<file path="config.mk">
export PLATFORM = sky130hd
export DESIGN_NAME = hazard_controller
export DESIGN_NICKNAME = d
export VERILOG_FILES = /design/src/rtl/hazard_controller.sv
export SDC_FILE = /design/constraint.sdc
export NUM_CORES = 1
export LEC_CHECK = 0
export ABC_AREA = 1
export ABC_CLOCK_PERIOD_IN_PS = 5080
export CAP_MARGIN = 20
export CORE_ASPECT_RATIO = 1.25
export CORE_MARGIN = 4
export CORE_UTILIZATION = 35
export CTS_CLUSTER_SIZE = 8
export DETAILED_ROUTE_END_ITERATION = 8
export HOLD_SLACK_MARGIN = 0.03
export PLACE_DENSITY = 0.55
export SLEW_MARGIN = 25
export SYNTH_ARGS = -nofsm -noshare
export SYNTH_HDL_FRONTEND = slang
export SYNTH_SLANG_ARGS = --single-unit
</file>
<file path="constraint.sdc">
create_clock -name clk -period 5.08 [get_ports clk]
set_input_delay 0.508 -clock clk [delete_from_list [all_inputs] [get_ports clk]]
set_output_delay 0.508 -clock clk [all_outputs]
set_load 0.05 [all_outputs]
</file>
<file path="src/rtl/hazard_controller.sv">
// Hazard and sequencing controller: shadow scoreboard for E/M/WB, redirect flush,
// data-memory wait FSM and RAW stalls. Define HAZARD_FORWARD_EN for the forwarding build.
module hazard_controller #(
   parameter int unsigned MEM_TIMEOUT = 16
) (
   input  logic       clk,
   input  logic       reset,
   input  logic [4:0] rs1_D,
   input  logic [4:0] rs2_D,
   input  logic [4:0] rd_D,
   input  logic [1:0] reg_RD_D,
   input  logic       reg_WE_D,
   input  logic       is_load_D,
   input  logic       is_store_D,
   input  logic [1:0] pc_SEL,
   input  logic       dmem_ack,
   output logic       dmem_req,
   output logic       stall_F,
   output logic       stall_D,
   output logic       stall_E,
   output logic       stall_M,
   output logic       stall_WB,
   output logic       flush_D,
   output logic       flush_E,
   output logic       flush_M,
   output logic       flush_WB,
   output logic       mem_timeout
);

   typedef enum logic {M_IDLE, M_WAIT} mstate_t;

   mstate_t    r_state;
   logic [7:0] r_cnt;
   logic       r_timeout;

   logic       r_valid_E, r_we_E, r_ld_E, r_st_E;
   logic [4:0] r_rd_E;
   logic       r_valid_M, r_we_M, r_ld_M, r_st_M;
   logic [4:0] r_rd_M;
   logic       r_valid_WB, r_we_WB;
   logic [4:0] r_rd_WB;

   logic w_match_E, w_match_M, w_match_WB;
   logic w_data_haz, w_req, w_redirect, w_force, w_mem_stall;

   // x0 is never a live producer, so it cannot match
   assign w_match_E  = r_valid_E & r_we_E & (r_rd_E != '0) &
                       ((reg_RD_D[0] & (rs1_D == r_rd_E)) | (reg_RD_D[1] & (rs2_D == r_rd_E)));
   assign w_match_M  = r_valid_M & r_we_M & (r_rd_M != '0) &
                       ((reg_RD_D[0] & (rs1_D == r_rd_M)) | (reg_RD_D[1] & (rs2_D == r_rd_M)));
   assign w_match_WB = r_valid_WB & r_we_WB & (r_rd_WB != '0) &
                       ((reg_RD_D[0] & (rs1_D == r_rd_WB)) | (reg_RD_D[1] & (rs2_D == r_rd_WB)));

`ifdef HAZARD_FORWARD_EN
   assign w_data_haz = w_match_E & r_ld_E;
`else
   assign w_data_haz = w_match_E | w_match_M | w_match_WB;
`endif

   assign w_req       = r_valid_M & (r_ld_M | r_st_M);
   assign w_redirect  = (pc_SEL != 2'b00);
   // Forced completion behaves like an ack: the access leaves M with no stall that cycle
   assign w_force     = (r_state == M_WAIT) & ~dmem_ack & (r_cnt == 8'(MEM_TIMEOUT - 1));
   assign w_mem_stall = w_req & ~dmem_ack & ((r_state == M_IDLE) | ~w_force);

   always_comb begin
      stall_F  = 1'b0;
      stall_D  = 1'b0;
      stall_E  = 1'b0;
      stall_M  = 1'b0;
      stall_WB = 1'b0;
      flush_D  = 1'b0;
      flush_E  = 1'b0;
      flush_M  = 1'b0;
      flush_WB = 1'b0;
      if (!reset) begin
         if (w_redirect) begin
            flush_D = 1'b1;
            flush_E = 1'b1;
            flush_M = 1'b1;
         end else if (w_mem_stall) begin
            stall_F  = 1'b1;
            stall_D  = 1'b1;
            stall_E  = 1'b1;
            stall_M  = 1'b1;
            flush_WB = 1'b1;
         end else if (w_data_haz) begin
            stall_F = 1'b1;
            stall_D = 1'b1;
            flush_E = 1'b1;
         end
      end
   end

   assign dmem_req    = ~reset & w_req;
   assign mem_timeout = r_timeout;

   always_ff @(posedge clk or posedge reset) begin
      if (reset) begin
         r_state    <= M_IDLE;
         r_cnt      <= '0;
         r_timeout  <= 1'b0;
         r_valid_E  <= 1'b0; r_we_E  <= 1'b0; r_ld_E <= 1'b0; r_st_E <= 1'b0; r_rd_E <= '0;
         r_valid_M  <= 1'b0; r_we_M  <= 1'b0; r_ld_M <= 1'b0; r_st_M <= 1'b0; r_rd_M <= '0;
         r_valid_WB <= 1'b0; r_we_WB <= 1'b0; r_rd_WB <= '0;
      end else begin
         if (w_redirect) begin
            r_state <= M_IDLE;
            r_cnt   <= '0;
         end else begin
            case (r_state)
               M_IDLE: if (w_req && !dmem_ack) begin
                  r_state <= M_WAIT;
                  r_cnt   <= '0;
               end
               M_WAIT: if (dmem_ack || !w_req) begin
                  r_state <= M_IDLE;
               end else if (w_force) begin
                  r_state   <= M_IDLE;
                  r_timeout <= 1'b1;
               end else begin
                  r_cnt <= r_cnt + 8'd1;
               end
               default: r_state <= M_IDLE;
            endcase
         end

         if (flush_E) begin
            r_valid_E <= 1'b0;
         end else if (!stall_E) begin
            r_valid_E <= 1'b1;
            r_rd_E    <= rd_D;
            r_we_E    <= reg_WE_D;
            r_ld_E    <= is_load_D;
            r_st_E    <= is_store_D;
         end

         if (flush_M) begin
            r_valid_M <= 1'b0;
         end else if (!stall_M) begin
            r_valid_M <= r_valid_E;
            r_rd_M    <= r_rd_E;
            r_we_M    <= r_we_E;
            r_ld_M    <= r_ld_E;
            r_st_M    <= r_st_E;
         end

         if (flush_WB) begin
            r_valid_WB <= 1'b0;
         end else if (!stall_WB) begin
            r_valid_WB <= r_valid_M;
            r_rd_WB    <= r_rd_M;
            r_we_WB    <= r_we_M;
         end
      end
   end

endmodule

</file>
After elaboration in Yosys (flattened, before gate mapping) --
Cells that the tools add are included.
Storage, ports and cells: register bits after elaboration 35, output and inout bits 11
Operators by class: multiplexer cells 27, reduce and logical (&&, ||, !) cells 12, $add $sub $neg 1, bitwise gates (word level) 37, equal/unequal tests 12
Operators with widths (number):
- 2-to-1 mux 8 bit | 4
- equality test 5 bit | 6
- AND 1 bit | 21
- 2-to-1 mux 1 bit | 21
- case mux 8 bit (2 select lines) | 1
- nonzero test 5 bit | 3
- inverter 1 bit | 9
- adder 8 x 1 -> 8 bit, second input constant | 1
- equality test 8 x 4 -> 1 bit, second input constant | 1
- OR 1 bit | 7
- inequality test 3 bit, second input constant | 2
- inequality test 2 bit, second input constant | 2
- AND reduction 2 bit | 2
- AND reduction 4 bit | 1
- inequality test 3 x 2 -> 1 bit, second input constant | 1
- AND reduction 3 bit | 1
- zero test 1 bit | 2
- case mux 1 bit (2 select lines) | 1
- nonzero test 2 bit | 1
- logical AND 1 bit | 1
- logical OR 1 bit | 1

Depth between registers and ports, before layout --
Gate-level depths: netlist of the first run.
depth in word-level cells 12, gate-level depth with buffers 12, gate-level depth less buffers 12

Worst setup path after synthesis of the first run --
No wires, ideal clock.
path kind in2out, from input port reset, to output port stall_F, data required time 4.572 ns, setup slack 2.252 ns, cell stages on the path 5, arrival time 2.320 ns, buffers on the path 2, cells stage by stage inv_1 nand2_4 buf_2 nand2_1 buf_4
On the way: longest elaborated chain between the ends 1
Ends and longest elaborated chain:
- start, declared | RTL line 7 | input logic reset,
- 2-to-1 mux 1 bit
- end, declared | RTL line 18 | output logic stall_F,
No other way between the ends.

Worst setup path in the final report of the first run --
from input port rs2_D[3], to output port flush_E
On the way: longest elaborated chain between the ends 10
Ends and longest elaborated chain:
- start, declared | RTL line 9 | input logic [4:0] rs2_D,
- equality test 5 bit (on tied branches) | RTL line 48, 50
- AND 1 bit (on tied branches) | RTL line 48, 50
- OR 1 bit (on tied branches) | RTL line 48, 50
- AND 1 bit (on tied branches) | RTL line 47, 49
- OR 1 bit | RTL line 57 | assign w_data_haz = w_match_E | w_match_M | w_match_WB;
- OR 1 bit * | RTL line 57
- 2-to-1 mux 1 bit * | RTL line 87 | end else if (w_data_haz) begin
- 2-to-1 mux 1 bit * | RTL line 81 | end else if (w_mem_stall) begin
- 2-to-1 mux 1 bit * | RTL line 77 | if (w_redirect) begin
- 2-to-1 mux 1 bit * | RTL line 76 | if (!reset) begin
- end, declared | RTL line 24 | output logic flush_E,
Mark *: on every way between the ends. The rest lies on a longest branch, timed or not.

==> results.json, run 1 <==
{
  "post-place-ws_ps": 1710,
  "crit_type": "in2out",
  "fill_cells": 675,
  "synth_cell_types": 28,
  "numCtsBuffers": 5,
  "overflow": 0,
  "clock_sinks": 35,
  "max_slew_margin_pct": 57.88,
  "met2_length_um": 2952,
  "areaGrowthSynthToFinish_pct": 20.92,
  "clkLatencyLatePin_ps": 280,
  "drive_gt1_share_pct": 7.450,
  "initial_utilization_pct": 35.80,
  "grt_pass1_wl_um": 9542,
  "avgSynthCellArea_um2": 6.985,
  "fmax_ghz": 0.2985,
  "fin_setup_tns_ps": 0,
  "drt_pre_antenna_iters": 4,
  "holdCritStartpoint": "r_st_E",
  "place_area_mm2": 0.002596,
  "synth_cells": 316,
  "grt_max_degree": 23,
  "grt_pass1_vias": 2072,
  "grt_use_total_pct": 15.89,
  "setup_slack_ps": 1730,
  "post_cts_buffers": 0,
  "setup-violations-final": 0,
  "crit_path_max_incr_delay_ps": 800,
  "finalCritPeriodShare_pct": 65.94,
  "yosysWarnings": 0,
  "clkTransAtPathRegs_ps": 60,
  "fp.dieH_um": 96.79,
  "cp.required_ps": 4570,
  "cts_root_buf": "clkbuf_8",
  "nets": 376,
  "yosysSeqAreaShare_pct": 39.68,
  "cp_cell_sequence": "clkdlybuf4s50_1, inv_1, nand2_1, nand2_1, nor2_1, nand3_1, nand2_1, nand2_1, nand3_1, nand2_4, nand2_1, clkdlybuf4s50_1",
  "dieArea_mm2": 0.007648,
  "status": "finished clean",
  "synth-seq-cells": 35,
  "power_leakage_uw": 0.001384,
  "portBuffers": 34,
  "fin_area_mm2": 0.002669,
  "met1_length_um": 2322,
  "arrival_ps": 2840,
  "vias": 2009,
  "drcViolationCount": 0,
  "hold_viol_final": 0,
  "ir_worst_vdd_mv": 0.1277,
  "dr.max_layer_used": "met4",
  "worst-path-max-fanout": 10,
  "core_area_mm2": 0.006166,
  "gp_congestion": 0.9771,
  "powerDensity_mw_per_mm2": 258.2,
  "cp-end-kind": "primary output",
  "die_x_um": 79.03,
  "slew_violations": 0,
  "syn_nets": 342,
  "wl_met3_um": 282,
  "fin_crit_ps": 3350,
  "rows": 32,
  "drt-vias-per-instance": 4.629,
  "clock-skew-final_ps": 1.436,
  "ant_nets": 0,
  "crit_slowest_cell": "clkdlybuf4s50_1",
  "r2r-start": "r_cnt[0]",
  "ctsHoldBuffers": 0,
  "cts-resized-gates": 0,
  "cpMostUsedCell": "nand2_1",
  "finalWirelength_um": 5718,
  "antenna_found_initial": 0,
  "dp_hpwl_um": 4575,
  "ctsHtreeMaxLevel": 2,
  "min_path_type": "reg2reg",
  "cp-startpoint": "rs2_D[3]",
  "io_pins": 36,
  "cap_violations": 0,
  "cts_tree": "done",
  "cp-start-kind": "input port",
  "clock_path_buffers": 2,
  "syn_area_mm2": 0.002207,
  "tightestPinTransition_ps": 631.2,
  "n_antenna_cell": 0,
  "wl_per_cell_um": 13.18,
  "final_util_pct": 43.28,
  "drtIter0Drc": 90,
  "rsz0062_at_grt": "false"
}
## final timing paths
check | to | slack (ps) | cells after the start
hold / removal | r_st_E | 480 | 2
max in group asynchronous | r_rd_M[1] | 3600 | 3
setup reg to reg | r_rd_E[2] | 3140 | 10
setup / recovery | flush_E | 1730 | 12
hold reg to reg | r_st_E | 480 | 2
min in group asynchronous | mem_timeout | 750 | 2
## sequential cells by signal, summed over array words and instances (netlist names), 5 cells and up
name	flops
r_rd_WB	5
r_rd_E	5
r_rd_M	5
r_cnt	8
## stage by stage
stage | hold WS, ps | cells | total power [µW]
floorplan | 442.2 | 316 | 448.9
global placement | 458.8 | 428 | 515.6
detailed placement | 465.3 | 428 | 514.2
CTS | 480.3 | 434 | 698.6
global route | 489.4 | 434 | 735.9
finish | 477.1 | 434 | 689.2
## area by class of cell
class,count,area [µm²],share of cell area [%]
clock buffer,6,72.57,2.719
inverter,43,163.9,6.142
multi-input combinational,230,1102,41.30
sequential,35,875.8,32.82
tap,85,106.4,3.985
timing repair buffer,35,347.8,13.03
## critical path, delay by kind of cell
kind	cells	cell delay, ps
and+or+nand+nor	9	850
buffers and inverters	3	1470
## cell usage after synthesis (all sizes together)
library cell | count | area, µm²
ha | 1 | 12.51
dfrtp | 35 | 875.8
buf | 8 | 65.05
o21bai | 1 | 7.510
a21oi | 1 | 16.27
inv | 43 | 163.9
o22ai | 6 | 37.54
xnor2 | 1 | 8.760
conb | 1 | 3.750
nor2 | 32 | 137.6
o21ai | 20 | 103.9
nor3 | 4 | 31.28
xor2 | 5 | 43.79
nand4 | 3 | 18.77
nand2 | 130 | 520.5
nand3 | 25 | 160.2
## where the power goes
part	internal (µW)	switching (µW)	total, µW	leakage [µW]
clock	91.3	91.2	182	0.0000371
combinational	64.6	109	173	0.000902
sequential	306	27.9	334	0.000445
## metal layers
layer | track usage [%] | vias up
li1 | - | 1042
met1 | 18.84 | 903
met2 | 26.39 | 51
met3 | 3.724 | 13
met4 | 8.069 | 0
met5 | 0 | -
## cells by family (layout without fill, tap and decap cells)
group,after synthesis,count (layout),synth area share (%)
and+or+nand+nor,194,194,39.34
adders and majority gates,1,1,0.5668
DFF,35,35,39.68
other,1,1,0.1699
AOI/OAI and AO/OA,28,28,7.484
xor gates and xnor gates,6,6,2.381
buffers and inverters,51,84,10.37
## placed cells by master (no fill, tap or decap), drive strengths merged
master,instances
nand4,3
nand3,25
clkdlybuf4s50,34
nor2,32
a21oi,1
xnor2,1
dfrtp,35
nand2,130
inv,43
xor2,5
ha,1
conb,1
clkbuf,6
o21bai,1
nor3,4
buf,1
o21ai,20
o22ai,6
No activity file was read; power rests on OpenSTA's default activity.
==> run 2: changes to the inputs <==
--- a/config.mk
+++ b/config.mk
@@ -6,7 +6,7 @@
 export NUM_CORES = 1
 export LEC_CHECK = 0
 export ABC_AREA = 1
-export ABC_CLOCK_PERIOD_IN_PS = 5080
+export ABC_CLOCK_PERIOD_IN_PS = 3400
 export CAP_MARGIN = 20
 export CORE_ASPECT_RATIO = 1.25
 export CORE_MARGIN = 4
==> constraint.sdc (replaced) <==
create_clock -name clk -period 3.4 [get_ports clk]
set_input_delay 0.34 -clock clk [delete_from_list [all_inputs] [get_ports clk]]
set_output_delay 0.34 -clock clk [all_outputs]
set_load 0.05 [all_outputs]
==> run 2 against run 1 <==
Compared with the run above: cell area grew 3.1%; critical path depth stayed put; count of clock-buffer cells in the layout up 2; critical endpoint is now stall_D; critical path type unchanged; core utilization is 1.3 points higher.
==> results.json, run 2 (synthesis gave the netlist of run 1 again) <==
{
  "status": "finished clean",
  "overflow": 0,
  "grt_use_total_pct": 17.05,
  "clock-skew-final_ps": 6.561,
  "arrival_ps": 2110,
  "cts_root_buf": "clkbuf_8",
  "clock_path_buffers": 2,
  "setup-violations-final": 0,
  "crit_slowest_cell": "clkdlybuf4s50_1",
  "fmax_ghz": 0.4085,
  "antenna_found_initial": 0,
  "final_common_cell": "nand2_1",
  "dp.cells": 429,
  "clkLatencyLatePin_ps": 290,
  "clock_sinks": 35,
  "gp_congestion": 0.9922,
  "layout_common_cells": "nand2_1 (125), inv_1 (41), dfrtp_1 (35), nor2_1 (29), clkdlybuf4s50_1 (28)",
  "largest_reg_flops": 8,
  "tightestPinTransition_ps": 499.5,
  "cp.required_ps": 3060,
  "ant_nets": 0,
  "drive_gt1_share_pct": 9.943,
  "total_power_uw": 1091,
  "power_leakage_uw": 0.001428,
  "io_pins": 36,
  "cts-resized-gates": 0,
  "cp-start-kind": "input port",
  "fill_cells": 677,
  "top_register": "r_cnt",
  "rsz0062_at_grt": "false",
  "whs_ps": 474.2,
  "cp_cell_sequence": "clkdlybuf4s50_1, inv_1, nand2_1, nand2_1, nor2_1, nand3_1, nand2_1, nand2_1, nand3_1, nand3_1, nand2_1, buf_12",
  "worst-path-max-fanout": 4,
  "cp-end-kind": "primary output",
  "crit_path_max_incr_delay_ps": 580,
  "slew_violations": 0,
  "core_area_mm2": 0.006166,
  "wl_per_cell_um": 13.68,
  "grt_pass1_vias": 2138,
  "ctsHtreeMaxLevel": 2,
  "drt-vias-per-instance": 4.712,
  "grt_pass1_wl_um": 10150,
  "finalWirelength_um": 5977,
  "crit_type": "in2out",
  "min_path_type": "reg2reg",
  "finalCritPeriodShare_pct": 72.00,
  "dieArea_mm2": 0.007648,
  "clkTransAtPathRegs_ps": 60,
  "cpMostUsedCell": "nand2_1",
  "areaGrowthSynthToFinish_pct": 24.66,
  "register_area_um2": 875.8,
  "drt_pre_antenna_iters": 4,
  "numCtsBuffers": 5,
  "dp_hpwl_um": 4644,
  "cap_violations": 0,
  "ctsHoldBuffers": 0,
  "nets": 377,
  "fin_setup_tns_ps": 0,
  "powerDensity_mw_per_mm2": 396.5,
  "instances_no_fill": 437,
  "ir_worst_vdd_mv": 0.1543,
  "multiInputGateArea_mm2": 0.001102,
  "vias": 2059,
  "n_antenna_cell": 0,
  "initial_utilization_pct": 35.80,
  "post_cts_buffers": 0,
  "die_x_um": 79.03,
  "rows": 32,
  "max_slew_margin_pct": 66.60,
  "grt_max_degree": 21,
  "drtIter0Drc": 96,
  "portBuffers": 34,
  "fin_crit_ps": 2448,
  "fp.dieH_um": 96.79,
  "hold_viol_final": 0,
  "drcViolationCount": 0,
  "cts_tree": "done"
}
## run 2: cell count changes in the layout (fill, tap and decap cells not counted)
cell,change
buf_4,+2
clkbuf_8,+2
clkdlybuf4s50_1,-6
buf_12,+5
## run 2: critical path, delay by kind of cell
kind | cells | cell delay [ps]
simple gates | 9 | 900
buf+inv | 3 | 860
## run 2: final cells by class
class	instances	share of cell area (%)
Multi-Input combinational cell	230	40.06
Sequential cell	35	31.83
Timing Repair Buffer	36	14.64
Inverter	43	5.957
Tap cell	85	3.865
Clock buffer	8	3.638
## run 2: worst paths after layout
kind                               start    endpoint  slack (ps)  cells after the start
worst min register to register    r_st_E      r_st_M         470                      2
worst min-delay path              r_st_E      r_st_M         470                      2
worst max-delay path            rs2_D[4]     stall_D         950                     12
min in group asynchronous          reset  r_valid_WB         550                      3
worst max register to register  r_cnt[0]   r_rd_E[4]        1410                     10
max in group asynchronous          reset      r_ld_M        2630                      3
## run 2: power by group
part	switching [µW]	internal, µW	leakage [µW]
logic	166	99.0	0.000932
registers	42.5	457	0.000445
clock network	143	185	0.0000515
## run 2: layer usage
metal  share of wire [%]  wire length [µm]  GRT usage (%)  vias to the layer above
li1                    -                 -              -                     1046
met1                  41              2425          19.98                      940
met2                  50              2972          28.15                       57
met3                 5.2               313          3.538                       16
met4                 4.4               265          10.19                        0
met5                   0                 0              0                        -
## run 2: through the flow
| stage | utilization, % | cell area [µm²] | worst slack [ps] |
|---|---|---|---|
| 3_3_place_gp | 43.00 | 2651 | 975.2 |
| 4_1_cts | 44.62 | 2751 | 968.4 |
| 6_report | 44.62 | 2751 | 952.1 |
| 3_5_place_dp | 43.00 | 2651 | 983.8 |
| 2_1_floorplan | - | 2207 | 908.0 |
| 5_1_grt | 44.62 | 2751 | 776.4 |
